<file path="src/rtl/fp_pkg.sv">
// Shared definitions for the pipelined floating-point adder:
// format helpers, flag bit positions and the operand classification enum.
package fp_pkg;

  typedef enum logic [2:0] {
    CLS_ZERO,
    CLS_NORMAL,
    CLS_INF,
    CLS_QNAN,
    CLS_SNAN
  } fp_class_e;

  localparam int FLAG_INVALID   = 3;
  localparam int FLAG_OVERFLOW  = 2;
  localparam int FLAG_UNDERFLOW = 1;
  localparam int FLAG_INEXACT   = 0;

  function automatic int fp_width(input int exp_w, input int man_w);
    return 1 + exp_w + man_w;
  endfunction

  function automatic int fp_bias(input int exp_w);
    return (1 << (exp_w - 1)) - 1;
  endfunction

  // Canonical quiet NaN, right-aligned in 64 bits: sign 0, exp all ones, frac MSB set.
  function automatic logic [63:0] fp_qnan(input int exp_w, input int man_w);
    logic [63:0] v;
    v = ((64'd1 << exp_w) - 64'd1) << man_w;
    v = v | (64'd1 << (man_w - 1));
    return v;
  endfunction

endpackage

</file>
<file path="src/rtl/fp_lzc.sv">
// Parametrised leading-zero counter; an all-zero input reports WIDTH.
module fp_lzc #(
  parameter int WIDTH = 28,
  parameter int CNT_W = $clog2(WIDTH + 1)
) (
  input  logic [WIDTH-1:0] din,
  output logic [CNT_W-1:0] count
);

  always_comb begin
    // NOTE: default first so every path assigns count and no latch is inferred.
    count = CNT_W'(WIDTH);
    // NOTE: blocking assignments here, so the highest set bit, visited last, wins.
    for (int i = 0; i < WIDTH; i++) begin
      if (din[i]) count = CNT_W'(WIDTH - 1 - i);
    end
  end

endmodule

</file>
<file path="src/rtl/fp_add_pipe.sv">
// Pipelined IEEE-754-style adder/subtractor: operand capture, then classify/swap,
// align, add, and normalise/round/pack stages sharing one valid/ready advance enable.
module fp_add_pipe
  import fp_pkg::*;
#(
  parameter int EXP_W = 8,
  parameter int MAN_W = 23
) (
  input  logic                   clk,
  input  logic                   rst_n,
  input  logic                   in_valid,
  output logic                   in_ready,
  input  logic [EXP_W+MAN_W:0]   a,
  input  logic [EXP_W+MAN_W:0]   b,
  input  logic                   op_sub,
  output logic                   out_valid,
  input  logic                   out_ready,
  output logic [EXP_W+MAN_W:0]   result,
  output logic [3:0]             flags
);

  localparam int W     = fp_width(EXP_W, MAN_W);
  localparam int SIG_W = MAN_W + 4;             // hidden, fraction, guard, round, sticky
  localparam int SUM_W = SIG_W + 1;             // plus carry-out
  localparam int LZ_W  = $clog2(SUM_W + 1);
  localparam int XE_W  = EXP_W + 2;             // signed headroom for exponent arithmetic
  localparam logic [63:0]      QNAN_WIDE = fp_qnan(EXP_W, MAN_W);
  localparam logic [W-1:0]     QNAN      = QNAN_WIDE[W-1:0];
  localparam logic [XE_W-1:0]  EXP_MAX   = XE_W'(2 * fp_bias(EXP_W) + 1);
  localparam logic [EXP_W-1:0] SH_MAX    = EXP_W'(SIG_W - 1);

  function automatic fp_class_e classify(input logic [W-2:0] mag);
    if (mag[W-2:MAN_W] == '0) return CLS_ZERO;
    if (mag[W-2:MAN_W] != '1) return CLS_NORMAL;
    if (mag[MAN_W-1:0] == '0) return CLS_INF;
    return mag[MAN_W-1] ? CLS_QNAN : CLS_SNAN;
  endfunction

  logic adv;
  assign adv      = !out_valid || out_ready;
  assign in_ready = adv;

  logic           in_vld, s1_valid, s2_valid, s3_valid;
  logic [W-1:0]   in_a, in_b;
  logic           in_sub;
  logic [W-1:0]   res_c;
  logic [3:0]     flg_c;

  always_ff @(posedge clk) begin
    if (!rst_n) begin
      in_vld    <= 1'b0;
      s1_valid  <= 1'b0;
      s2_valid  <= 1'b0;
      s3_valid  <= 1'b0;
      out_valid <= 1'b0;
      result    <= '0;
      flags     <= '0;
    end else if (adv) begin
      in_vld    <= in_valid;
      s1_valid  <= in_vld;
      s2_valid  <= s1_valid;
      s3_valid  <= s2_valid;
      out_valid <= s3_valid;
      result    <= res_c;
      flags     <= flg_c;
    end
  end

  // ---------------- S1: classify, resolve specials, order by magnitude
  fp_class_e    cls_a, cls_b;
  logic         sgn_a, sgn_b, a_ge_b, c1_spec;
  logic [W-2:0] mag_a, mag_b;
  logic [W-1:0] c1_spec_res;
  logic [3:0]   c1_spec_flg;

  always_comb begin
    cls_a       = classify(in_a[W-2:0]);
    cls_b       = classify(in_b[W-2:0]);
    sgn_a       = in_a[W-1];
    sgn_b       = in_b[W-1] ^ in_sub;
    mag_a       = (cls_a == CLS_ZERO) ? '0 : in_a[W-2:0];  // denormals flush to zero
    mag_b       = (cls_b == CLS_ZERO) ? '0 : in_b[W-2:0];
    a_ge_b      = mag_a >= mag_b;
    c1_spec     = 1'b1;
    c1_spec_res = QNAN;
    c1_spec_flg = '0;
    if (cls_a inside {CLS_QNAN, CLS_SNAN} || cls_b inside {CLS_QNAN, CLS_SNAN})
      c1_spec_flg[FLAG_INVALID] = (cls_a == CLS_SNAN) || (cls_b == CLS_SNAN);
    else if (cls_a == CLS_INF && cls_b == CLS_INF && sgn_a != sgn_b)
      c1_spec_flg[FLAG_INVALID] = 1'b1;
    else if (cls_a == CLS_INF)
      c1_spec_res = {sgn_a, in_a[W-2:0]};
    else if (cls_b == CLS_INF)
      c1_spec_res = {sgn_b, in_b[W-2:0]};
    else
      c1_spec = 1'b0;
  end

  logic         s1_sign_l, s1_eff_sub, s1_spec;
  logic [W-2:0] s1_mag_l, s1_mag_s;
  logic [W-1:0] s1_spec_res;
  logic [3:0]   s1_spec_flg;

  // ---------------- S2: align the smaller significand, collecting sticky
  logic [EXP_W-1:0]   exp_l, exp_s, exp_diff, shamt;
  logic [SIG_W-1:0]   sig_l, sig_s, sig_s_al;
  logic [2*SIG_W-1:0] wide;

  always_comb begin
    exp_l    = s1_mag_l[W-2:MAN_W];
    exp_s    = s1_mag_s[W-2:MAN_W];
    exp_diff = exp_l - exp_s;
    shamt    = (exp_diff > SH_MAX) ? SH_MAX : exp_diff;
    sig_l    = {|exp_l, s1_mag_l[MAN_W-1:0], 3'b000};
    sig_s    = {|exp_s, s1_mag_s[MAN_W-1:0], 3'b000};
    wide     = {sig_s, {SIG_W{1'b0}}} >> shamt;
    sig_s_al = {wide[2*SIG_W-1:SIG_W+1], wide[SIG_W] | (|wide[SIG_W-1:0])};
  end

  logic [SIG_W-1:0] s2_sig_l, s2_sig_s;
  logic [EXP_W-1:0] s2_exp_l, s3_exp_l;
  logic             s2_sign_l, s2_eff_sub, s2_spec, s3_sign_l, s3_eff_sub, s3_spec;
  logic [W-1:0]     s2_spec_res, s3_spec_res;
  logic [3:0]       s2_spec_flg, s3_spec_flg;
  logic [SUM_W-1:0] s3_sum;

  // NOTE: datapath registers carry no reset; the valid bits alone decide whether they matter.
  always_ff @(posedge clk) begin
    if (adv) begin
      in_a        <= a;
      in_b        <= b;
      in_sub      <= op_sub;
      s1_sign_l   <= a_ge_b ? sgn_a : sgn_b;
      s1_eff_sub  <= sgn_a ^ sgn_b;
      s1_mag_l    <= a_ge_b ? mag_a : mag_b;
      s1_mag_s    <= a_ge_b ? mag_b : mag_a;
      s1_spec     <= c1_spec;
      s1_spec_res <= c1_spec_res;
      s1_spec_flg <= c1_spec_flg;
      s2_sig_l    <= sig_l;
      s2_sig_s    <= sig_s_al;
      s2_exp_l    <= exp_l;
      s2_sign_l   <= s1_sign_l;
      s2_eff_sub  <= s1_eff_sub;
      s2_spec     <= s1_spec;
      s2_spec_res <= s1_spec_res;
      s2_spec_flg <= s1_spec_flg;
      s3_sum      <= s2_eff_sub ? ({1'b0, s2_sig_l} - {1'b0, s2_sig_s})
                                : ({1'b0, s2_sig_l} + {1'b0, s2_sig_s});
      s3_exp_l    <= s2_exp_l;
      s3_sign_l   <= s2_sign_l;
      s3_eff_sub  <= s2_eff_sub;
      s3_spec     <= s2_spec;
      s3_spec_res <= s2_spec_res;
      s3_spec_flg <= s2_spec_flg;
    end
  end

  // ---------------- S4: normalise, round to nearest even, pack, flag
  logic [LZ_W-1:0]  lz;
  logic [SUM_W-1:0] norm;
  logic [XE_W-1:0]  exp_pre, exp_fin;
  logic [MAN_W-1:0] frac_n;
  logic [MAN_W:0]   mant_r;
  logic             grd, rnd, stk, rnd_up;

  fp_lzc #(.WIDTH(SUM_W)) u_lzc (.din(s3_sum), .count(lz));

  always_comb begin
    norm    = s3_sum << lz;
    frac_n  = norm[SUM_W-2:4];
    grd     = norm[3];
    rnd     = norm[2];
    stk     = |norm[1:0];
    rnd_up  = grd && (rnd || stk || frac_n[0]);
    mant_r  = {1'b0, frac_n} + (MAN_W+1)'(rnd_up);
    exp_pre = {2'b00, s3_exp_l} + XE_W'(1) - XE_W'(lz);
    exp_fin = exp_pre + XE_W'(mant_r[MAN_W]);
    res_c   = {s3_sign_l, exp_fin[EXP_W-1:0], mant_r[MAN_W-1:0]};
    flg_c   = '0;
    flg_c[FLAG_INEXACT] = grd || rnd || stk;
    if (s3_spec) begin
      res_c = s3_spec_res;
      flg_c = s3_spec_flg;
    end else if (!norm[SUM_W-1]) begin
      // Exact zero: cancellation gives +0, only a true sum of -0s keeps the sign.
      res_c = {s3_sign_l && !s3_eff_sub, {(W-1){1'b0}}};
      flg_c = '0;
    end else if (exp_pre[XE_W-1] || exp_pre == '0) begin
      res_c = {s3_sign_l, {(W-1){1'b0}}};
      flg_c = '0;
      flg_c[FLAG_UNDERFLOW] = 1'b1;
      flg_c[FLAG_INEXACT]   = 1'b1;
    end else if (exp_fin >= EXP_MAX) begin
      res_c = {s3_sign_l, {EXP_W{1'b1}}, {MAN_W{1'b0}}};
      flg_c = '0;
      flg_c[FLAG_OVERFLOW] = 1'b1;
      flg_c[FLAG_INEXACT]  = 1'b1;
    end
  end

endmodule

</file>
<file path="config.mk">
export PLATFORM = sky130hd
export DESIGN_NAME = fp_add_pipe
export DESIGN_NICKNAME = d
export VERILOG_FILES = /design/src/rtl/fp_pkg.sv /design/src/rtl/fp_lzc.sv /design/src/rtl/fp_add_pipe.sv
export SDC_FILE = /design/constraint.sdc
export NUM_CORES = 1
export LEC_CHECK = 0
export CAP_MARGIN = 30
export CORE_AREA = 2 2 179 251
export DETAILED_ROUTE_END_ITERATION = 8
export DIE_AREA = 0 0 181 253
export DONT_BUFFER_PORTS = 1
export GPL_TIMING_DRIVEN = 1
export PLACE_DENSITY_LB_ADDON = 0.25
export SYNTH_ARGS = -nofsm -noshare
export SYNTH_HDL_FRONTEND = slang
export SYNTH_SLANG_ARGS = --single-unit
</file>
<file path="constraint.sdc">
create_clock -name clk -period 32.4 [get_ports clk]
set_input_delay 4.86 -clock clk [delete_from_list [all_inputs] [get_ports clk]]
set_output_delay 4.86 -clock clk [all_outputs]
set_load 0.02 [all_outputs]
</file>
==> flow_summary.toml <==
[timing]
fin_skew_ps = 18.25
relSlewSlack = 0.1825
holdWs_ps = 413.0
tightest_slew_ps = 1195
final-setup-viol-count = 0
fin_crit_sh = 0.3303
fmaxAchievable_mhz = 93.45
setup_slack_ps = 21700
hold_viol = 0
tns_ps = 0
fin_crit_ps = 10700
rsz0062_at_grt = "false"
timing.final.max_slew_violations = 0

[synth]
synth_flop_cell = "edfxtp_1"
synth_largest_area_cell = "edfxtp_1"
synth.distinct_cells = 105
synth_seq_cells = 371
synth_area_per_cell_sq_um = 10.60
ys_seq_area_frac = 0.4997
syn_inst = 2025
async_flop_share = 0
synthTopCellsByArea = "edfxtp_1 46%, ha_1 6.1%, dfxtp_1 3.8%"
ys_warn_count = 0
synth_edf_count = 330
synth.top_cell.area_share = 0.4615
netlist_area_sq_um = 21470

[grt]
track_usage = 0.2350
grtUsageMet1 = 0.2557
top_usage_layer = "met2"
grt_use_met3 = 0.02618
grt_pass1_wl_um = 84430
grt_pass1_vias = 15786
antenna_found_initial = 0
grt_overflow_total = 0
met2_usage = 0.4379
grt_max_degree = 128

[route]
drc = 0
firstDrtPassIters = 6
drtIter0Drc = 1299
detail_route.wl_per_cell_um = 20.79
wl_um = 53920
drt-vias-per-instance = 6.159
num_vias = 15976
final_antenna_net_count = 0

[finish]
layout.nets = 2184
layout_commonest_cell = "edfxtp_1"
multi_input_area_sq_um = 9941
fin_cells = 2594
area_delta_synth_final_pct = 7.906
drive_above_1_share = 0.07711
antenna_cells = 0
num-fill-cells = 3852
utilization = 0.5300
final_cell_mix = "330 x edfxtp_1, 170 x nand2_1, 133 x nor2_1, 133 x a21oi_1, 111 x inv_1"
seq_area_sq_um = 10730

[worst_setup_path]
criticalPathCategory = "in2out"
critPathCaptureType = "primary output"
start_kind = "input port"
crit_required_ps = 27540
crit_fanout = 127
crit_arrival_ps = 5840

[clocking]
tritoncts = "built"
h-tree-depth = 2
postCtsResizedCells = 0
hold_buffers = 0
clkTransAtPathRegs_ps = 60
numCtsBuffers = 37
ctsLongestPathBuffers = 3
cts.sinks = 371
post-cts-setup-buffers = 0
cts-root-buf = "clkbuf_16"
clk_latency_ps = 550

[floorplan]
io_pins = 107
initial_core_util = 0.4912
fp.dieW_um = 181
dieArea_sq_um = 45790
die_height_um = 253
rows = 91
core-area_sq_um = 43720

[pwr]
vdd_drop_max_mv = 0.05608
leakagePower_nw = 8.931
power.density_nw_per_um2 = 74.99

[place]
placedCellCount = 2527
place_ws_ps = 21730
place_congestion = 0.9570
dpl.hpwl_um = 40560
port_buffers = 0

[hold_path]
hold_class = "reg2reg"

[run]
max_cap_viol_count = 0

[outcome]
status = "finished, final reports clean"
-- synthesized netlist by cell type, drive strengths merged, types with 8 or more instances --
| cell | count |
|---|---|
| nand2b | 16 |
| or3 | 11 |
| a211oi | 29 |
| buf | 41 |
| mux2 | 30 |
| mux2i | 80 |
| nor4 | 37 |
| and3 | 12 |
| o31a | 8 |
| nor2 | 135 |
| o22ai | 14 |
| nand2 | 170 |
| ha | 104 |
| a21oi | 135 |
| o21ai | 101 |
| a31oi | 29 |
| nor3 | 51 |
| o31ai | 12 |
| a211o | 10 |
| inv | 115 |
| nor2b | 21 |
| o21bai | 10 |
| o211ai | 27 |
| edfxtp | 330 |
| nand4 | 29 |
| and2 | 14 |
| a2111oi | 9 |
| o21a | 13 |
| clkbuf | 66 |
| xnor2 | 40 |
| nand3 | 79 |
| or4 | 12 |
| a221oi | 30 |
| a21o | 20 |
| xor2 | 21 |
| o2111ai | 18 |
| dfxtp | 41 |
-- worst paths after layout --
| kind | start | endpoint | slack (ps) | cells past startpoint |
|---|---|---|---|---|
| worst min register to register | s2_spec_res[30]$_DFFE_PP_ | s3_spec_res[30]$_DFFE_PP_ | 410 | 0 |
| worst max-delay path | out_ready | in_ready | 21700 | 3 |
| worst max register to register | s3_sum[25]$_DFFE_PP_ | result[3]$_SDFFE_PN0P_ | 24510 | 24 |
| worst min-delay path | s2_spec_res[30]$_DFFE_PP_ | s3_spec_res[30]$_DFFE_PP_ | 410 | 0 |
-- worst max-delay path, cell delays in order --
cell and delay (ps):
nor2b_2 20, buf_4 270, inv_8 530
-- metal layers --
| layer | part of all wire | routed length, um |
|---|---|---|
| met5 | 0 | 0 |
| met4 | 0.061 | 3271 |
| met3 | 0.034 | 1807 |
| met2 | 0.53 | 28630 |
| met1 | 0.37 | 20210 |
-- power breakdown --
| group | switching [W] | total (W) | leakage, nW | internal (W) |
|---|---|---|---|---|
| registers | 0.0000806 | 0.000676 | 3.87 | 0.000596 |
| logic | 0.000418 | 0.000649 | 4.50 | 0.000231 |
| clock network | 0.000176 | 0.000412 | 0.560 | 0.000236 |
| total | 0.000675 | 0.00174 | 8.93 | 0.00106 |
-- sequential cells by signal, indices dropped and copies added (netlist names), 4 cells and up --
signal,count
flags,4
result,32
s1_mag_s,31
s3_spec_res,32
s2_spec_res,32
s1_mag_l,31
s2_sig_l,24
in_a,32
s2_exp_l,8
in_b,32
s2_sig_s,27
s3_exp_l,8
s3_sum,28
s1_spec_res,32
-- stage by stage --
stage	total power (W)	area (sq um)
5_1_grt	0.001830	23170
2_1_floorplan	0.001139	21580
6_report	0.001738	23170
4_1_cts	0.001740	23170
3_5_place_dp	0.001324	21990
3_3_place_gp	0.001317	21990
-- area by class of cell --
cell class	count	area share
well taps	558	0.03013
multi-input cells	1458	0.4290
clock inverters	20	0.008153
clock buffers	47	0.04293
inverters	117	0.01928
repair buffers	23	0.007451
flip-flops and latches	371	0.4631
-- logic make-up (layout without fill, tap and decap cells) --
family	after synthesis	count (layout)	synth area share
multiplexers	110	110	0.05302
XOR/XNOR	61	61	0.02488
flip-flops	371	371	0.4997
buffers and inverters	224	207	0.04312
adder cells (fa/ha/maj)	107	107	0.06339
other	2	30	0.0003497
AO/OA/AOI/OAI	536	536	0.1732
AND/OR/NAND/NOR	614	614	0.1424
Power figures use the tool's default switching activity.
==> edit 1, RTL diff (same flow settings) <==
`MAN_W`: 23 -> 21.
--- a/src/rtl/fp_add_pipe.sv
+++ b/src/rtl/fp_add_pipe.sv
@@ -4,7 +4,7 @@
   import fp_pkg::*;
 #(
   parameter int EXP_W = 8,
-  parameter int MAN_W = 23
+  parameter int MAN_W = 21
 ) (
   input  logic                   clk,
   input  logic                   rst_n,
Ports: changed (resized a, b and result); port bits go from 107 to 101. No check against the original RTL was run, so the function may have changed too.
==> edit 1 against the unedited design <==
- sequential cell count shrank 22
- die area is the same
- setup slack gained 0.080 ns
- synthesized area shrank 7.5%
- largest cell class unchanged
- design area shrank 7.0%
- total power shrank 3.9%
- wire length shrank 14%
==> edit 1: results (changes against the unedited design) <==
arrival time at the worst endpoint = 5.76 ns (-0.08 ns)
H-tree levels = 2 (unchanged)
Vias = 14,497 (-9.3%)
Mapped Cells = 1,906 (-5.9%)
Met1 Routed Length = 17,800 microns (-12%)
Fin Clk Skew = 0.0277 ns (+0.00944 ns)
largest net degree at the start of global routing = 180 (+41%)
Critical-path top delay cell = inv_8
buffer count from post-CTS setup fixing = 0 (unchanged)
dpl cells = 2,417 (-4.4%)
hold endpoint = s2_sig_l[7]$_DFFE_PP_
Critical Path Max Stage Delay = 0.57 ns (+0.04 ns)
total power = 1670 uW (-3.9%)
R2R Path Start = s3_sum[1]$_DFFE_PP_
crit-path max FO = 108 (-15%)
dpl ws = 21.77 ns (+0.0440 ns)
status = finished, final reports clean
combinational cell fraction of total power = 0.386 (+0.012)
Netlist cell types = 98 (-6.7%)
Final min period = 10.62 ns (-0.0800 ns)
GRT Util Overall = 0.200 (-0.0355)
1st-iter DRT viols = 1,033 (-20%)
switching power = 649 uW (-3.8%)
initial antenna violation count = 0 (unchanged)
placed cell area = 20,500 sq um (-7.0%)
Post-synth EDFFs = 310 (-6.1%)
vias per cell = 5.85 (-5.0%)
Post-synth top cells = 310 x edfxtp_1, 183 x nand2_1, 146 x o21ai_0, 136 x nor2_1, 133 x a21oi_1
Worst IR Drop VDD = 0.0493 mV (-12%)
top cells by area, synth = edfxtp_1 47%, ha_1 6.2%, dfxtp_1 3.9%, o21ai_0 3.7%, nand2_1 3.5%
routed wl met3 = 1470 microns (-18%)
Routed met2 length = 24,000 microns (-16%)
final wirelength = 46,200 microns (-14%)
max_slew headroom = 0.368 (+0.185)
Min-Delay Startpoint = s1_mag_l[4]$_DFFE_PP_
Worst R2R Path Depth = 25 (+4.2%)
R2R Path End = result[18]$_SDFFE_PN0P_
register area share after synthesis = 0.508 (+0.00845)
M2 GR Usage = 0.376 (-0.0623)
layout cell share with drive strength beyond 1 = 0.0672 (-0.00996)
Placer Congestion = 0.920 (-3.9%)
leakage = 0.00832 uW (-6.8%)
met1 Usage GRT = 0.212 (-0.0441)
clock transition at the registers of the reported paths = 0.06 ns (about the same)
FF-to-FF setup slack = 24.46 ns (-0.05 ns)
cts bufs inserted = 35 (-5.4%)
grt met3 use = 0.0247 (-0.00144)
Hold Slack = 0.417 ns (+0.00405 ns)
Final Net Count = 2,062 (-5.6%)
==> edit 1: cell count changes in the layout (fill, tap and decap cells not counted), moves of 8 or more <==
cell / change
mux2i_1: -27
a31oi_1: -10
edfxtp_1: -20
nand3_1: -23
o21ai_0: +52
inv_1: -10
nand4_1: -11
o2111ai_1: -14
a211o_1: -8
o211ai_1: -14
a22oi_1: +10
nand2_1: +13
==> edit 1: final cells by class <==
class,count,area (sq um)
Clock buffer,44,931
Clock inverter,18,166
Fill cell,4010,22200
Inverter,107,409
Multi-Input combinational cell,1384,9110
Sequential cell,349,10100
Tap cell,558,698
Timing Repair Buffer,19,155
==> edit 1: cells by family (layout without fill, tap and decap cells) <==
kind of cell	after synthesis	count (layout)	synth area share
mux	76	76	0.0398
other cells	2	28	0.000378
flops	349	349	0.508
compound gates	535	535	0.178
fa+ha+maj	101	101	0.0648
xor+xnor	52	52	0.0229
simple gates	592	592	0.147
buf+inv	199	188	0.0395
==> edit 2, RTL diff (same flow settings) <==
Made on the original files. Put one more register stage on the output `flags`, without a reset. The value now appears one clock later. The other outputs are not delayed to match.
--- a/src/rtl/fp_add_pipe.sv
+++ b/src/rtl/fp_add_pipe.sv
@@ -29,6 +29,8 @@
   localparam logic [XE_W-1:0]  EXP_MAX   = XE_W'(2 * fp_bias(EXP_W) + 1);
   localparam logic [EXP_W-1:0] SH_MAX    = EXP_W'(SIG_W - 1);
 
+  logic [3:0] flags_s0;
+
   function automatic fp_class_e classify(input logic [W-2:0] mag);
     if (mag[W-2:MAN_W] == '0) return CLS_ZERO;
     if (mag[W-2:MAN_W] != '1) return CLS_NORMAL;
@@ -54,7 +56,7 @@
       s3_valid  <= 1'b0;
       out_valid <= 1'b0;
       result    <= '0;
-      flags     <= '0;
+      flags_s0  <= '0;
     end else if (adv) begin
       in_vld    <= in_valid;
       s1_valid  <= in_vld;
@@ -62,7 +64,7 @@
       s3_valid  <= s2_valid;
       out_valid <= s3_valid;
       result    <= res_c;
-      flags     <= flg_c;
+      flags_s0  <= flg_c;
     end
   end
 
@@ -199,5 +201,9 @@
     end
   end
 
+  always_ff @(posedge clk) begin
+    flags <= flags_s0;
+  end
+
 endmodule
 
Function: changed (a bounded check fails within 10 cycles, from zero or initial values and one cycle with rst_n low).
==> edit 2 against the unedited design <==
- first-iteration DRC count decreased by 9.9%
- register-to-register slack got worse by 0.15 ns
- hold slack got worse by 0.056 ns
- wire length decreased by 5.4%
- sequential cell count increased by 4
- setup slack got worse by 0.43 ns
- total power increased by 1.1%
- design area about the same
- synthesized area decreased by 0.36%
- combinational power decreased by 2%
- clock power increased by 6.3%
- largest cell class unchanged
- highest routed layer unchanged
==> edit 2: results (changes against the unedited design) <==
1st-iter DRT viols = 1,170 (-9.9%)
layout cell share with drive strength beyond 1 = 0.0737 (-0.00339)
placed cell area = 21,900 sq um (-0.38%)
Signal inverters = 115 (-1.7%)
top cells by area, synth = edfxtp_1 46%, ha_1 6.1%, mux2i_1 5.3%, dfxtp_1 4.2%, a21oi_1 2.9%
Routed met2 length = 26,200 microns (-8.5%)
Worst R2R Path Depth = 25 (+4.2%)
R2R Path Start = s3_sum[20]$_DFFE_PP_
Vias = 15,365 (-3.8%)
hold endpoint = flags[3]$_DFF_P_
Met1 Routed Length = 19,900 microns (-1.7%)
Netlist cell types = 92 (-12%)
Min-Delay Startpoint = flags_s0[3]$_SDFFE_PN0P_
Fin Clk Skew = 0.0261 ns (+0.00782 ns)
largest net degree at the start of global routing = 153 (+20%)
family with the most delay on the worst path = simple AND/OR/NAND/NOR gates
status = finished, final reports clean
DRT Pass-1 Iters = 5 (-1)
switching power = 664 uW (-1.6%)
Mapped Cells = 2,020 (-0.25%)
fin crit share = 0.344 (+0.0134)
routed wl met3 = 1760 microns (-2.9%)
GRT Util Overall = 0.222 (-0.0132)
grt met3 use = 0.0232 (-0.00302)
fraction of area in registers = 0.467 (+0.00371)
Sink Count = 375 (+1.1%)
Worst IR Drop VDD = 0.0470 mV (-16%)
register area share after synthesis = 0.505 (+0.00555)
dpl cells = 2,511 (-0.63%)
==> edit 2: cell types whose count changed in the layout (fill, tap and decap cells not counted), moves of 7 or more <==
cell,change
a21oi_1,-10
a22oi_1,+8
a2111oi_0,-7
o21ai_0,+17
nand4_1,-10
nor2_1,+12
a31oi_1,-8
and3_1,+8
nor3_1,-12
nand2_1,-10
mux2i_1,+33
o2111ai_1,-14
o211ai_1,-8
a221oi_1,-7
==> edit 2: power by group through the flow <==
stage	logic, uW	clock network, uW	registers [uW]
2_1_floorplan	488	0	646
4_1_cts	631	450	681
6_report	638	438	682
3_3_place_gp	623	0	690
3_5_place_dp	627	0	691
5_1_grt	697	468	689
==> edit 2: metrics by stage <==
| step | worst slack (ns) | total power (uW) | hold slack, ns |
|---|---|---|---|
| finish | 21.27 | 1760 | 0.357 |
| global route | 21.16 | 1850 | 0.364 |
| CTS | 21.29 | 1760 | 0.360 |
| detailed placement | 21.30 | 1320 | 0.350 |
| global placement | 21.31 | 1310 | 0.341 |
| floorplan | 13.06 | 1130 | 0.331 |
